===== config.mk =====
export PLATFORM = sky130hd
export DESIGN_NAME = sipo_frame_ctrl
export DESIGN_NICKNAME = d
export VERILOG_FILES = /design/src/rtl/sipo_frame_pkg.sv /design/src/rtl/sipo_shift_reg.sv /design/src/rtl/sipo_frame_ctrl.sv
export SDC_FILE = /design/constraint.sdc
export NUM_CORES = 1
export LEC_CHECK = 0
export CAP_MARGIN = 20
export CORE_ASPECT_RATIO = 1.1
export CORE_MARGIN = 3
export CORE_UTILIZATION = 25
export DETAILED_ROUTE_END_ITERATION = 8
export SLEW_MARGIN = 15
export SYNTH_ARGS = -nofsm -noshare
export SYNTH_HDL_FRONTEND = slang
export SYNTH_SLANG_ARGS = --single-unit

===== constraint.sdc =====
create_clock -name clk -period 1.8 [get_ports clk]
set_input_delay 0.54 -clock clk [delete_from_list [all_inputs] [get_ports clk]]
set_output_delay 0.54 -clock clk [all_outputs]
set_load 0.01 [all_outputs]

===== src/rtl/sipo_frame_pkg.sv =====
// Shared types for the serial framing controller: FSM state encoding.
package sipo_frame_pkg;

  typedef enum logic [1:0] {
    IDLE  = 2'd0,
    SHIFT = 2'd1,
    PAR   = 2'd2,
    HOLD  = 2'd3
  } state_t;

endpackage


===== src/rtl/sipo_shift_reg.sv =====
// Serial-in/parallel-out shift register; the first bit shifted in ends up as the MSB.
module sipo_shift_reg #(
  parameter int WIDTH = 4
) (
  input  logic             clk,
  input  logic             rst,
  input  logic             en,
  input  logic             s_in,
  output logic [WIDTH-1:0] q
);

  // NOTE: sequential state uses non-blocking assignments so every register
  // samples pre-edge values, regardless of block ordering.
  always_ff @(posedge clk) begin
    if (rst) begin
      q <= '0;
    end else if (en) begin
      q <= {q[WIDTH-2:0], s_in};
    end
  end

endmodule


===== src/rtl/sipo_frame_ctrl.sv =====
// Start-marker framing FSM, holding register and overrun flag around sipo_shift_reg.
// Optional even-parity check stage enabled by defining SIPO_FRAME_PARITY_CHECK_EN.
module sipo_frame_ctrl
  import sipo_frame_pkg::*;
#(
  parameter int WIDTH = 4,
  parameter int CNT_W = $clog2(WIDTH + 1)
) (
  input  logic             clk,
  input  logic             rst,
  input  logic             en,
  input  logic             s_in,
  input  logic             out_ready,
  input  logic             ovr_clr,
  output logic [WIDTH-1:0] out_data,
  output logic             out_valid,
  output logic             busy,
  output logic             shift_en,
  output logic             ovr,
  output logic             par_err
);

  state_t           state_q, state_d;
  logic [CNT_W-1:0] count_q, count_d;
  logic [WIDTH-1:0] sr_q;
  logic [WIDTH-1:0] hold_data_d;
  logic             hold_load;
  logic             ovr_set;
`ifdef SIPO_FRAME_PARITY_CHECK_EN
  logic             par_err_d;
`endif

  sipo_shift_reg #(.WIDTH(WIDTH)) u_shift_reg (
    .clk  (clk),
    .rst  (rst),
    .en   (shift_en),
    .s_in (s_in),
    .q    (sr_q)
  );

  assign shift_en  = (state_q == SHIFT);
  assign busy      = (state_q != IDLE);
  assign out_valid = (state_q == HOLD);

  // NOTE: every always_comb output gets a default first so no path can
  // infer a latch.
  always_comb begin
    state_d     = state_q;
    count_d     = count_q;
    hold_load   = 1'b0;
    hold_data_d = sr_q;
    ovr_set     = 1'b0;
`ifdef SIPO_FRAME_PARITY_CHECK_EN
    par_err_d   = 1'b0;
`endif
    case (state_q)
      IDLE: begin
        if (en && s_in) begin
          state_d = SHIFT;
          count_d = '0;
        end
      end
      SHIFT: begin
        count_d = count_q + CNT_W'(1);
        if (count_q == CNT_W'(WIDTH - 1)) begin
`ifdef SIPO_FRAME_PARITY_CHECK_EN
          state_d = PAR;
`else
          // The last bit is still on s_in; capture the word the shifter is about to hold.
          state_d     = HOLD;
          hold_load   = 1'b1;
          hold_data_d = {sr_q[WIDTH-2:0], s_in};
`endif
        end
      end
`ifdef SIPO_FRAME_PARITY_CHECK_EN
      PAR: begin
        state_d   = HOLD;
        hold_load = 1'b1;
        par_err_d = ^{sr_q, s_in};
      end
`endif
      HOLD: begin
        if (out_ready) begin
          if (en && s_in) begin
            state_d = SHIFT;
            count_d = '0;
          end else begin
            state_d = IDLE;
          end
        end else if (s_in) begin
          ovr_set = 1'b1;
        end
      end
      default: state_d = IDLE;
    endcase
  end

  always_ff @(posedge clk) begin
    if (rst) begin
      state_q  <= IDLE;
      count_q  <= '0;
      out_data <= '0;
      ovr      <= 1'b0;
    end else begin
      state_q <= state_d;
      count_q <= count_d;
      if (hold_load) begin
        out_data <= hold_data_d;
      end
      // A new overrun outranks a simultaneous clear.
      if (ovr_set) begin
        ovr <= 1'b1;
      end else if (ovr_clr) begin
        ovr <= 1'b0;
      end
    end
  end

`ifdef SIPO_FRAME_PARITY_CHECK_EN
  always_ff @(posedge clk) begin
    if (rst) begin
      par_err <= 1'b0;
    end else if (hold_load) begin
      par_err <= par_err_d;
    end
  end
`else
  assign par_err = 1'b0;
`endif

endmodule


# Word-level counts from Yosys, hierarchy flattened
# Index checks and enable logic that the tools add are counted.
word_totals:
  inputBits: 6
  out_inout_bits: 9
  word_cells: 36
  register_bits: 14
classes:
  reduce_logical: 7
  add_sub_neg: 1
  eq_ne: 6
  mux: 17
ops:
  columns: ["operator", "count"]
  rows:
  - ["3-bit one-hot mux with 3 select lines", 1]
  - ["1-bit two-way mux", 8]
  - ["4-bit two-way mux", 2]
  - ["2-bit two-way mux", 3]
  - ["3-bit two-way mux", 2]
  - ["2-bit one-hot mux with 3 select lines", 1]
  - ["2-bit inequality test (second input constant)", 2]
  - ["2-bit nonzero test", 2]
  - ["3-bit by 1-bit adder with 3-bit output (second input constant)", 1]
  - ["3-bit by 2-bit equality test with 1-bit output (second input constant)", 1]
  - ["3-bit AND reduction", 1]
  - ["3-bit nonzero test", 1]
  - ["2-bit by 1-bit equality test with 1-bit output (second input constant)", 1]
  - ["2-bit equality test (second input constant)", 1]
  - ["2-bit zero test", 1]
  - ["2-bit by 1-bit inequality test with 1-bit output (second input constant)", 1]
  - ["2-bit AND reduction", 1]
  - ["1-bit logical AND", 1]

# Depth between registers and ports, before layout
logic_depth:
  depth_word: 4
  depth_mapped: 6
  depth_no_buf: 5

# Hierarchy
# Synthesis repeated with hierarchy kept, for this count alone.
unflattened:
  hier_cells: 62
  hier_area_um2: 648.1
by_module_without_submodules:
  columns: ["module", "n_inst", "cells_per_inst", "seq_area_each_um2", "area_each_um2"]
  rows:
  - ["sipo_frame_ctrl", 1, 49, 200.2, 508.0]
  - ["sipo_shift_reg", 1, 13, 80.1, 140.1]

# Least setup slack after synthesis
# OpenSTA, ideal clock, no wires.
synth_timing:
  path_kind: "reg-to-reg"
  start: "register count_q[0]"
  end: "register out_data[0]"
  required_ns: 1.672
  synth_period_minus_slack_ns: 1.276
  setup_ns: 0.128
  t_arrival_ns: 1.148
  stages_incl_launch_ff: 7
  n_path_buf: 1
  path_slack_ns: 0.524
  cell_sequence: "dfxtp_1 ha_1 ha_1 and3b_1 buf_2 mux2i_1 nor2_1"
synth_between:
  elab_chain_len: 3
  word_cells_on_any_way: 5
  cone_classes: "1 x eq/ne; 4 x mux"
synth_rtl:
  columns: ["item", "line", "text"]
  rows:
  - ["start: declaration", "sipo_frame_ctrl.sv:24", "logic [CNT_W-1:0] count_q, count_d;"]
  - ["start signal: assignment", "sipo_frame_ctrl.sv:107", "count_q <= count_d;"]
  - ["3-bit by 2-bit equality test with 1-bit output (*)", "sipo_frame_ctrl.sv:65", "if (count_q == CNT_W'(WIDTH - 1)) begin"]
  - ["4-bit two-way mux or 1-bit two-way mux (tied branches)", "sipo_frame_ctrl.sv:65", null]
  - ["4-bit two-way mux or 1-bit two-way mux (tied branches)", "sipo_frame_ctrl.sv:56", "case (state_q)"]
  - ["end signal: assignment", "sipo_frame_ctrl.sv:109", "out_data <= hold_data_d;"]
  - ["end: declaration", "sipo_frame_ctrl.sv:15", "output logic [WIDTH-1:0] out_data,"]
# Every way passes the cells marked *; elsewhere a longest branch is shown, timed or not.
# A chain may end at the register's enable or synchronous reset.

# Worst setup path after layout
layout_timing:
  start: "register state_q[1]"
  end: "output busy"
layout_between:
  elab_chain_len: 1
layout_rtl:
  columns: ["item", "line", "text"]
  rows:
  - ["start: declaration", "sipo_frame_ctrl.sv:23", "state_t state_q, state_d;"]
  - ["start signal: assignment", "sipo_frame_ctrl.sv:106", "state_q <= state_d;"]
  - ["2-bit nonzero test", "sipo_frame_ctrl.sv:42", "assign busy = (state_q != IDLE);"]
  - ["end: declaration", "sipo_frame_ctrl.sv:17", "output logic busy,"]
# Every way passes these cells.

==> impl_metrics.prom <==
# TYPE chip_impl_metric gauge
chip_impl_metric{name="number_of_global_route_vias_before_repair",unit=""} 522
chip_impl_metric{name="route.vias.total",unit=""} 517
chip_impl_info{name="setup.worst_path.end_class",value="output port"} 1
chip_impl_metric{name="synth.cell_area",unit="um2"} 643
chip_impl_metric{name="dp.final_hpwl",unit="um"} 1080
chip_impl_metric{name="nNetsFinal",unit=""} 95
chip_impl_metric{name="swShare",unit="%"} 23.7
chip_impl_info{name="critPathLaunchType",value="register"} 1
chip_impl_metric{name="max_freq",unit="GHz"} 0.580
chip_impl_info{name="crit_slowest_cell",value="sky130_fd_sc_hd__dfxtp_2"} 1
chip_impl_metric{name="chipHeight",unit="um"} 59.2
chip_impl_metric{name="cts-buffers-inserted",unit=""} 3
chip_impl_info{name="tritoncts",value="done"} 1
chip_impl_metric{name="critical_path_arrival",unit="ns"} 1.18
chip_impl_info{name="outcome",value="complete, no violations"} 1
chip_impl_metric{name="p_sw",unit="uW"} 149
chip_impl_metric{name="synthToLayoutAreaGrowth",unit="%"} 36.4
chip_impl_metric{name="row_count",unit=""} 18
chip_impl_metric{name="power.internal",unit="uW"} 477
chip_impl_metric{name="grt_pass1_wl",unit="um"} 2220
chip_impl_metric{name="dr.first_iter.drc_count",unit=""} 3
chip_impl_metric{name="die-area",unit="um2"} 3220
chip_impl_metric{name="synth_cell_types",unit=""} 25
chip_impl_metric{name="synth_compound_area_share",unit="%"} 14.8
chip_impl_metric{name="top_level_port_count",unit=""} 15
chip_impl_metric{name="synth.avg_cell_area",unit="um2"} 9.89
chip_impl_info{name="critPathTopFamily",value="flip-flops"} 1
chip_impl_metric{name="post_synth_mux_area_share",unit="%"} 14.0
chip_impl_metric{name="placement.setup.worst_slack",unit="ns"} 0.113
chip_impl_metric{name="cts_sinks",unit=""} 14
chip_impl_info{name="dominant_combinational_cell_family_by_area_after_synthesis",value="simple AND/OR/NAND/NOR gates"} 1
chip_impl_info{name="synth.top_cells.by_area",value="sky130_fd_sc_hd__dfxtp_1 44%, sky130_fd_sc_hd__mux2i_1 14%, sky130_fd_sc_hd__ha_1 5.8%"} 1
chip_impl_metric{name="maximum_number_of_pins_on_one_net_before_global_route_repair",unit=""} 9
chip_impl_metric{name="p_seq_share",unit="%"} 51.4
chip_impl_metric{name="clock_power_share",unit="%"} 36.9
chip_impl_metric{name="clock_latency",unit="ns"} 0.29
chip_impl_metric{name="gr-total-overflow",unit=""} 0
chip_impl_metric{name="synthXorXnorAreaFrac",unit="%"} 0
chip_impl_info{name="holdCritPathClass",value="reg2reg"} 1
chip_impl_metric{name="period_needed",unit="ns"} 1.72
chip_impl_metric{name="nFillCells",unit=""} 256
chip_impl_metric{name="die_width",unit="um"} 54.4
chip_impl_metric{name="postCtsSetupBuffers",unit=""} 0
chip_impl_metric{name="total_global_route_track_usage",unit="%"} 9.34
chip_impl_metric{name="layout_skew",unit="ns"} 0.00280
chip_impl_metric{name="yosys.area_share.adder",unit="%"} 5.84
chip_impl_metric{name="finalWorstSetupSlack",unit="ns"} 0.0762
chip_impl_metric{name="share_of_the_clock_period_used_by_the_worst_path_after_layout",unit="%"} 95.8
chip_impl_metric{name="clk_path_buf_depth",unit=""} 2
chip_impl_metric{name="drc",unit=""} 0
chip_impl_metric{name="synth_fp_nets",unit=""} 74
chip_impl_metric{name="synthesized_area_fraction_occupied_by_and_or_nand_nor_cells",unit="%"} 16.3
chip_impl_metric{name="core-area",unit="um2"} 2340
chip_impl_metric{name="static-leakage-power",unit="nW"} 0.331
chip_impl_metric{name="timing.final.setup_violations",unit=""} 0
chip_impl_metric{name="max-cap-violations",unit=""} 0
chip_impl_metric{name="drive_above_1_share",unit="%"} 18.8
chip_impl_metric{name="yosysTopAreaCellShare",unit="%"} 43.6
chip_impl_info{name="unrepaired_setup_endpoints_after_global_routing",value="false"} 1
chip_impl_metric{name="final_hold_viol_count",unit=""} 0
chip_impl_metric{name="netlist_instances",unit=""} 65
chip_impl_metric{name="p_per_area",unit="nW/um2"} 714
chip_impl_info{name="path_cells",value="or2_1, dlygate4sd2_1"} 1
chip_impl_metric{name="dr.pass1.iters",unit=""} 2
chip_impl_metric{name="reg_area",unit="um2"} 283
chip_impl_metric{name="critical_path.n_buffers_inverters",unit=""} 1
chip_impl_metric{name="ys_seq_area_share",unit="%"} 43.6
chip_impl_metric{name="finalWirelength",unit="um"} 1400
chip_impl_info{name="cts_root_buf",value="sky130_fd_sc_hd__clkbuf_4"} 1
chip_impl_metric{name="ys.warnings.count",unit=""} 0
chip_impl_info{name="post-synth-top-area-cell",value="sky130_fd_sc_hd__dfxtp_1"} 1
chip_impl_metric{name="share_comb_of_total_power",unit="%"} 11.7
chip_impl_metric{name="crit_fanout",unit=""} 5
chip_impl_metric{name="antenna_violating_nets_post_route",unit=""} 0
chip_impl_metric{name="gp_routability_congestion",unit=""} 0.716
chip_impl_metric{name="routedWlPerCell",unit="um"} 12.2
chip_impl_metric{name="multiInputGateArea",unit="um2"} 334
chip_impl_metric{name="clk_transition_reported_paths",unit="ns"} 0.09
chip_impl_metric{name="tns",unit="ns"} 0
chip_impl_metric{name="synth-seq-cells",unit=""} 14
chip_impl_metric{name="vdd_ir_drop_max",unit="uV"} 377
chip_impl_metric{name="antenna_found_initial",unit=""} 0
chip_impl_metric{name="cts_htree_levels",unit=""} 1
chip_impl_info{name="criticalPathCategory",value="reg2out"} 1
chip_impl_metric{name="floorplan.initialDensity",unit="%"} 27.5
chip_impl_metric{name="worst_path_largest_cell_delay",unit="ns"} 0.35
chip_impl_metric{name="critPathRequiredTime",unit="ns"} 1.26
chip_impl_metric{name="buffers_on_ports",unit=""} 13
chip_impl_metric{name="drv_slew",unit=""} 0
chip_impl_metric{name="ant_cells",unit=""} 0
chip_impl_metric{name="routed_via_density",unit=""} 4.50
-- worst min-delay path, stage by stage (launching register included) --
cell                       delay [ns]
sky130_fd_sc_hd__dfxtp_1         0.32
sky130_fd_sc_hd__nand2b_1        0.06
sky130_fd_sc_hd__a21oi_1         0.05
-- flip-flops by register name, summed over array words and instances, names as in the netlist --
name and cells:
ovr 1, count_q 3, u_shift_reg.q 4, state_q 2, out_data 4
-- per-stage QoR --
| step | total power, mW | hold slack [ns] | utilization, % | cell area, um2 | std cells |
|---|---|---|---|---|---|
| final | 0.626 | 0.467 | 37.4 | 877 | 115 |
| after floorplan | 0.368 | 0.460 | - | 643 | 65 |
| after global routing | 0.651 | 0.494 | 37.4 | 877 | 115 |
| after detailed placement | 0.404 | 0.466 | 35.8 | 840 | 111 |
| after CTS | 0.636 | 0.475 | 37.4 | 877 | 115 |
| after global placement | 0.402 | 0.456 | 35.8 | 840 | 111 |
-- routing by layer --
metal | track usage [%] | up-vias | share of wire, %
met4 | 4.27 | 0 | 1.4
met1 | 12.5 | 240 | 48
li1 | - | 266 | -
met5 | 0 | - | 0
met3 | 1.51 | 2 | 2.2
met2 | 14.5 | 9 | 49
-- placed cells by master (no fill, tap or decap), types with 3 or more instances in the layout --
master,n
sky130_fd_sc_hd__clkdlybuf4s50_1,10
sky130_fd_sc_hd__mux2i_1,9
sky130_fd_sc_hd__clkbuf_4,3
sky130_fd_sc_hd__dfxtp_1,12
sky130_fd_sc_hd__buf_4,7
sky130_fd_sc_hd__dlygate4sd2_1,3
sky130_fd_sc_hd__ha_1,3
sky130_fd_sc_hd__nor2_1,9
sky130_fd_sc_hd__a211oi_1,3
sky130_fd_sc_hd__a21oi_1,4
-- synth_stat cells (all sizes together) --
master	instances
buf	3
nor2b	1
a21oi	4
conb	1
nor2	10
and3b	1
nand2	2
clkbuf	1
a21o	1
nand3b	1
ha	3
a211oi	3
dfxtp	14
a2111oi	2
and2	1
nor3	1
or2	1
inv	2
mux2i	9
nand3	1
o221ai	1
nand2b	2
-- logic make-up after synthesis --
kind of cell               Yosys count
adders and majority gates            3
AOI/OAI and AO/OA                   11
buffers and inverters                6
and+or+nand+nor                     21
DFF                                 14
other                                1
muxes                                9
-- path summary, 6_finish.rpt --
check,start,end,slack (ns),cells after the start
worst max register to register,count_q[0],out_data[0],0.38,5
worst max-delay path,state_q[1],busy,0.08,2
worst min-delay path,ovr,ovr,0.47,2
worst min register to register,ovr,ovr,0.47,2
-- layout make-up --
class                           count  share of cell area (%)
Clock buffer                        4                    4.14
Timing Repair Buffer               20                    20.4
Sequential cell                    14                    32.2
Multi-Input combinational cell     45                    38.1
Inverter                            2                   0.856
Tap cell                           30                    4.28
-- power by group through the flow --
stage	logic (mW)	registers, mW	clock network [mW]
after global placement	0.0738	0.328	0
after floorplan	0.0398	0.328	0
after global routing	0.0797	0.323	0.248
after detailed placement	0.0755	0.329	0
after CTS	0.0740	0.322	0.240
final	0.0730	0.322	0.231
-- repair_timing --
action / 4_1_cts / 5_1_grt
resized for setup: 6 / 0
hold buffers: 0 / 0
setup endpoints to repair: 3 / 0
(Power assumes the default switching activity.)
